--- config.mk ---
export PLATFORM = sky130hd
export DESIGN_NAME = rca_multiword_sequencer
export DESIGN_NICKNAME = d
export VERILOG_FILES = /design/src/rtl/rca_multiword_sequencer_pkg.sv /design/src/rtl/rca_multiword_sequencer_rca.sv /design/src/rtl/rca_multiword_sequencer.sv
export SDC_FILE = /design/constraint.sdc
export NUM_CORES = 1
export LEC_CHECK = 0
export ABC_AREA = 1
export CAP_MARGIN = 0
export CORE_UTILIZATION = 50
export CTS_BUF_LIST = sky130_fd_sc_hd__clkbuf_4 sky130_fd_sc_hd__clkbuf_8 sky130_fd_sc_hd__clkbuf_16
export CTS_CLUSTER_SIZE = 28
export DETAILED_ROUTE_END_ITERATION = 7
export HOLD_SLACK_MARGIN = 0.05
export PLACE_DENSITY = 0.76
export SLEW_MARGIN = 40
export SYNTH_ARGS = -nofsm -noshare
export SYNTH_HDL_FRONTEND = slang
export SYNTH_SLANG_ARGS = --single-unit
--- constraint.sdc ---
create_clock -name clk -period 9.06 [get_ports clk]
set_input_delay 2.265 -clock clk [delete_from_list [all_inputs] [get_ports clk]]
set_output_delay 2.265 -clock clk [all_outputs]
set_load 0.005 [all_outputs]
--- src/rtl/rca_multiword_sequencer_pkg.sv ---
// Shared definitions for the multi-word ripple-carry sequencer: nibble width and FSM encoding.
package rca_multiword_sequencer_pkg;

    localparam int unsigned NIBBLE_W = 4;

    typedef enum logic [1:0] {
        IDLE    = 2'd0,
        ADD_AB  = 2'd1,
        ADD_CIN = 2'd2,
        DONE    = 2'd3
    } state_e;

endpackage

--- src/rtl/rca_multiword_sequencer_rca.sv ---
// 4-bit ripple-carry adder with no carry-in; purely combinational.
module ripple_carry_adder (
    input  logic [3:0] a,
    input  logic [3:0] b,
    output logic [3:0] s,
    output logic       c
);

    logic cy;

    // Carry ripples bit by bit through a single scalar to avoid a self-referencing vector.
    always_comb begin
        cy = 1'b0;
        s  = '0;
        for (int i = 0; i < 4; i++) begin
            s[i] = a[i] ^ b[i] ^ cy;
            cy   = (a[i] & b[i]) | (cy & (a[i] ^ b[i]));
        end
        c = cy;
    end

endmodule

--- src/rtl/rca_multiword_sequencer.sv ---
// Adds two NIBBLES*4-bit operands on one shared 4-bit adder, two passes per nibble, LSB nibble first.
module rca_multiword_sequencer
    import rca_multiword_sequencer_pkg::*;
#(
    parameter int unsigned NIBBLES = 4
) (
    input  logic                        clk,
    input  logic                        rst,
    input  logic                        start,
    input  logic                        cin,
    input  logic [NIBBLE_W*NIBBLES-1:0] op_a,
    input  logic [NIBBLE_W*NIBBLES-1:0] op_b,
    output logic                        ready,
    output logic                        done,
    output logic [NIBBLE_W*NIBBLES-1:0] sum,
    output logic                        carry_out
);

    localparam int unsigned W        = NIBBLE_W * NIBBLES;
    localparam int unsigned IDX_W    = (NIBBLES > 1) ? $clog2(NIBBLES) : 1;
    localparam logic [IDX_W-1:0] LAST_IDX = IDX_W'(NIBBLES - 1);

    state_e                state;
    state_e                next_state;
    logic [W-1:0]          a_reg;
    logic [W-1:0]          b_reg;
    logic [IDX_W-1:0]      idx;
    logic                  carry;
    logic [NIBBLE_W-1:0]   part;
    logic                  c1;
    logic [NIBBLE_W-1:0]   add_a;
    logic [NIBBLE_W-1:0]   add_b;
    logic [NIBBLE_W-1:0]   add_s;
    logic                  add_c;
    logic                  last_c;

    assign last_c = (idx == LAST_IDX);

    ripple_carry_adder u_rca (
        .a (add_a),
        .b (add_b),
        .s (add_s),
        .c (add_c)
    );

    // State register
    always_ff @(posedge clk or posedge rst) begin
        if (rst) state <= IDLE;
        else     state <= next_state;
    end

    // Next-state logic
    always_comb begin
        next_state = state;
        case (state)
            IDLE:    if (start) next_state = ADD_AB;
            ADD_AB:  next_state = ADD_CIN;
            ADD_CIN: next_state = last_c ? DONE : ADD_AB;
            DONE:    next_state = IDLE;
            default: next_state = IDLE;
        endcase
    end

    // Adder operand mux: A+B on the first pass, partial sum + incoming carry on the second
    always_comb begin
        add_a = '0;
        add_b = '0;
        case (state)
            ADD_AB: begin
                add_a = a_reg[NIBBLE_W*idx +: NIBBLE_W];
                add_b = b_reg[NIBBLE_W*idx +: NIBBLE_W];
            end
            ADD_CIN: begin
                add_a = part;
                add_b = {3'b000, carry};
            end
            default: ;
        endcase
    end

    // Datapath and registered handshake outputs
    always_ff @(posedge clk or posedge rst) begin
        if (rst) begin
            ready     <= 1'b1;
            done      <= 1'b0;
            sum       <= '0;
            carry_out <= 1'b0;
            a_reg     <= '0;
            b_reg     <= '0;
            idx       <= '0;
            carry     <= 1'b0;
            part      <= '0;
            c1        <= 1'b0;
        end else begin
            ready <= (next_state == IDLE);
            done  <= (next_state == DONE);
            case (state)
                IDLE: begin
                    if (start) begin
                        a_reg     <= op_a;
                        b_reg     <= op_b;
                        carry     <= cin;
                        idx       <= '0;
                        sum       <= '0;
                        carry_out <= 1'b0;
                    end
                end
                ADD_AB: begin
                    part <= add_s;
                    c1   <= add_c;
                end
                ADD_CIN: begin
                    // c1 and add_c are mutually exclusive, so OR forms the nibble carry
                    sum[NIBBLE_W*idx +: NIBBLE_W] <= add_s;
                    carry <= c1 | add_c;
                    if (last_c) carry_out <= c1 | add_c;
                    else        idx       <= idx + IDX_W'(1);
                end
                default: ;
            endcase
        end
    end

endmodule

==> metrics.cfg <==
[floorplan]
rows = 28
pin_count = 55
die_h_um = 81.2
die_x_um = 81.2
core_mm2 = 0.00599
dieArea_mm2 = 0.00659
initial_core_util = 0.524

[sta]
max_freq_ghz = 0.278
rsz0062_at_grt = false
slew_headroom = 0.508
finalSetupViolations = 0
drv_slew = 0
finClkSkew_ns = 0.00703
min_period_ns = 3.60
hold_violations = 0
setup_slack_ns = 5.46
fin_tns_setup_ns = 0
tightest_slew_ns = 0.737
hold_slack_ns = 0.475
fin_crit_sh = 0.398

[grt]
overflow = 0
grtUsageTotal = 0.221
grt_pass1_vias = 2495
antenna_found_initial = 0
grt_pass1_wl_um = 10900
grt_start_max_net_pins = 62

[routing]
routed_wirelength_um = 6350
drt_iter0_drc = 139
routedWlPerCell_um = 12.1
ant_nets = 0
num_vias = 2554
route.detailed.drc = 0
first_pass_iters = 5
vias_per_cell = 4.88

[yosys]
yosysMostFrequentCell = nand2_1
synth.area.top_cells = dfrtp_1 (48%), nand2_1 (22%), nand3_1 (3.8%)
ys.flop_type = dfrtp_1
synth-edff-count = 0
ys_ff_latch = 61
ys_seq_area_frac = 0.487
yosys-top-cells-count = nand2_1 (184), dfrtp_1 (60), inv_1 (27), nand3_1 (24), nor2_1 (21)
yosysWarnings = 0
synth_nets = 437
netlist-cell-type-count = 27
synth_top_area_share = 0.479
synth_area_per_cell_um2 = 8.06
synthCells = 389
syn_area_mm2 = 0.00314
yosysTopAreaCell = dfrtp_1
synth-async-reset-ratio = 1.00

[pwr]
p_int_mw = 0.648
clkPwrFrac = 0.198
p_per_area_mw_per_mm2 = 286
pwr-share-seq = 0.386
peakVddDrop_mv = 0.142
comb_power_share = 0.416
switching_share = 0.414
static-leakage-power_nw = 1.95
power_switching_mw = 0.458

[clock_tree]
cts-hold-fix-buffers = 0
clockBufferDepth = 2
numCtsBuffers = 9
cts_resized = 0
cts_tree = yes
root_buffer = clkbuf_8
cts_max_level = 3
post_cts_buffers = 0
clock_latency_ns = 0.34
clock_sinks = 61
clk_pin_slew_ns = 0.06

[status]
status = complete, no violations

[finish]
diodes = 0
layoutNonFillerInstCount = 523
layout-drive-gt1-share = 0.0915
syn2layout_area_growth_pct = 23.4
nets = 491

[setup_path]
crit_type = reg2out
cp.arrival_ns = 1.34
critical_path_required_ns = 6.80
crit_family = flip-flops
reg2reg_depth = 14
critPathSlowestCell = dfstp_2
crit_path_max_fanout = 1
crit_end = ready
critPathMaxStageDelay_ns = 0.52
r2r-end = sum[15]$_DFFE_PP0P_
cp-startpoint = ready$_DFF_PP1_
cp-end-kind = output port
path_cells = clkdlybuf4s50_1
startpoint_type = register
crit_buf_inv = 1
path_depth = 1
r2r-start = state[0]$_DFF_PP0_
r2r_slack_ns = 5.59

[place]
dp_slack_ns = 5.12
gp_congestion = 0.867
port_buffers = 54
dpl.cell_count = 507
hpwl_um = 4460

[worst_hold_path]
whs_path_depth = 2
hp-class = reg2reg

[flow_run]
max_cap_violations = 0

power groups by stage:
stage	combinational (mW)	clock [mW]	sequential [mW]
floorplan	0.379	0	0.407
finish	0.460	0.219	0.427
global route	0.527	0.236	0.437
detailed placement	0.461	0	0.431
CTS	0.467	0.224	0.427
global placement	0.452	0	0.427
cell type report:
cell class                      instances  area (um2)
Multi-Input combinational cell        283        1390
Clock buffer                           12         159
Tap cell                               75        93.8
Sequential cell                        61        1530
Timing Repair Buffer                   55         552
Fill cell                             531        2120
Inverter                               33         131
Clock inverter                          4        22.5
worst min-delay path by stage:
stage / from / endpoint / slack, ns
6_report: sum[9]$_DFFE_PP0P_ / sum[9]$_DFFE_PP0P_ / 0.48
5_1_grt: sum[9]$_DFFE_PP0P_ / sum[9]$_DFFE_PP0P_ / 0.49
4_1_cts: c1$_DFFE_PP0N_ / c1$_DFFE_PP0N_ / 0.48
3_5_place_dp: c1$_DFFE_PP0N_ / c1$_DFFE_PP0N_ / 0.46
3_3_place_gp: sum[11]$_DFFE_PP0P_ / sum[11]$_DFFE_PP0P_ / 0.45
2_1_floorplan: c1$_DFFE_PP0N_ / c1$_DFFE_PP0N_ / 0.44
layer usage:
| layer | vias up | track usage | share of wire |
|---|---|---|---|
| met4 | 0 | 0.102 | 0.024 |
| met1 | 1169 | 0.261 | 0.46 |
| met2 | 61 | 0.377 | 0.48 |
| li1 | 1306 | - | - |
| met3 | 18 | 0.0573 | 0.040 |
| met5 | - | 0 | 0 |
through the flow:
step / area (um2) / total power, mW / util
global route: 3870 / 1.20 / 0.646
CTS: 3870 / 1.12 / 0.646
detailed placement: 3690 / 0.893 / 0.615
finish: 3870 / 1.11 / 0.646
floorplan: 3140 / 0.786 / -
global placement: 3690 / 0.879 / 0.615
cells in the final DEF (no fill, tap or decap), drive strengths merged:
cell / count
fa: 3
a21oi: 5
o211ai: 3
nand3: 24
nor2: 25
clkbuf: 12
buf: 1
nand2: 188
dfrtp: 60
clkinvlp: 1
o21ai: 22
ha: 9
dfstp: 1
nand4: 2
clkinv: 3
inv: 33
or2: 2
clkdlybuf4s50: 54
cells by family (layout without fill, tap and decap cells):
| logic type | count (synthesis) | after routing | synth area share |
|---|---|---|---|
| flip-flops | 61 | 61 | 0.487 |
| AND/OR/NAND/NOR | 241 | 241 | 0.320 |
| buffers and inverters | 45 | 104 | 0.0714 |
| adder cells (fa/ha/maj) | 12 | 12 | 0.0550 |
| AO/OA/AOI/OAI | 30 | 30 | 0.0670 |
No activity file was read; power rests on OpenSTA's default activity.
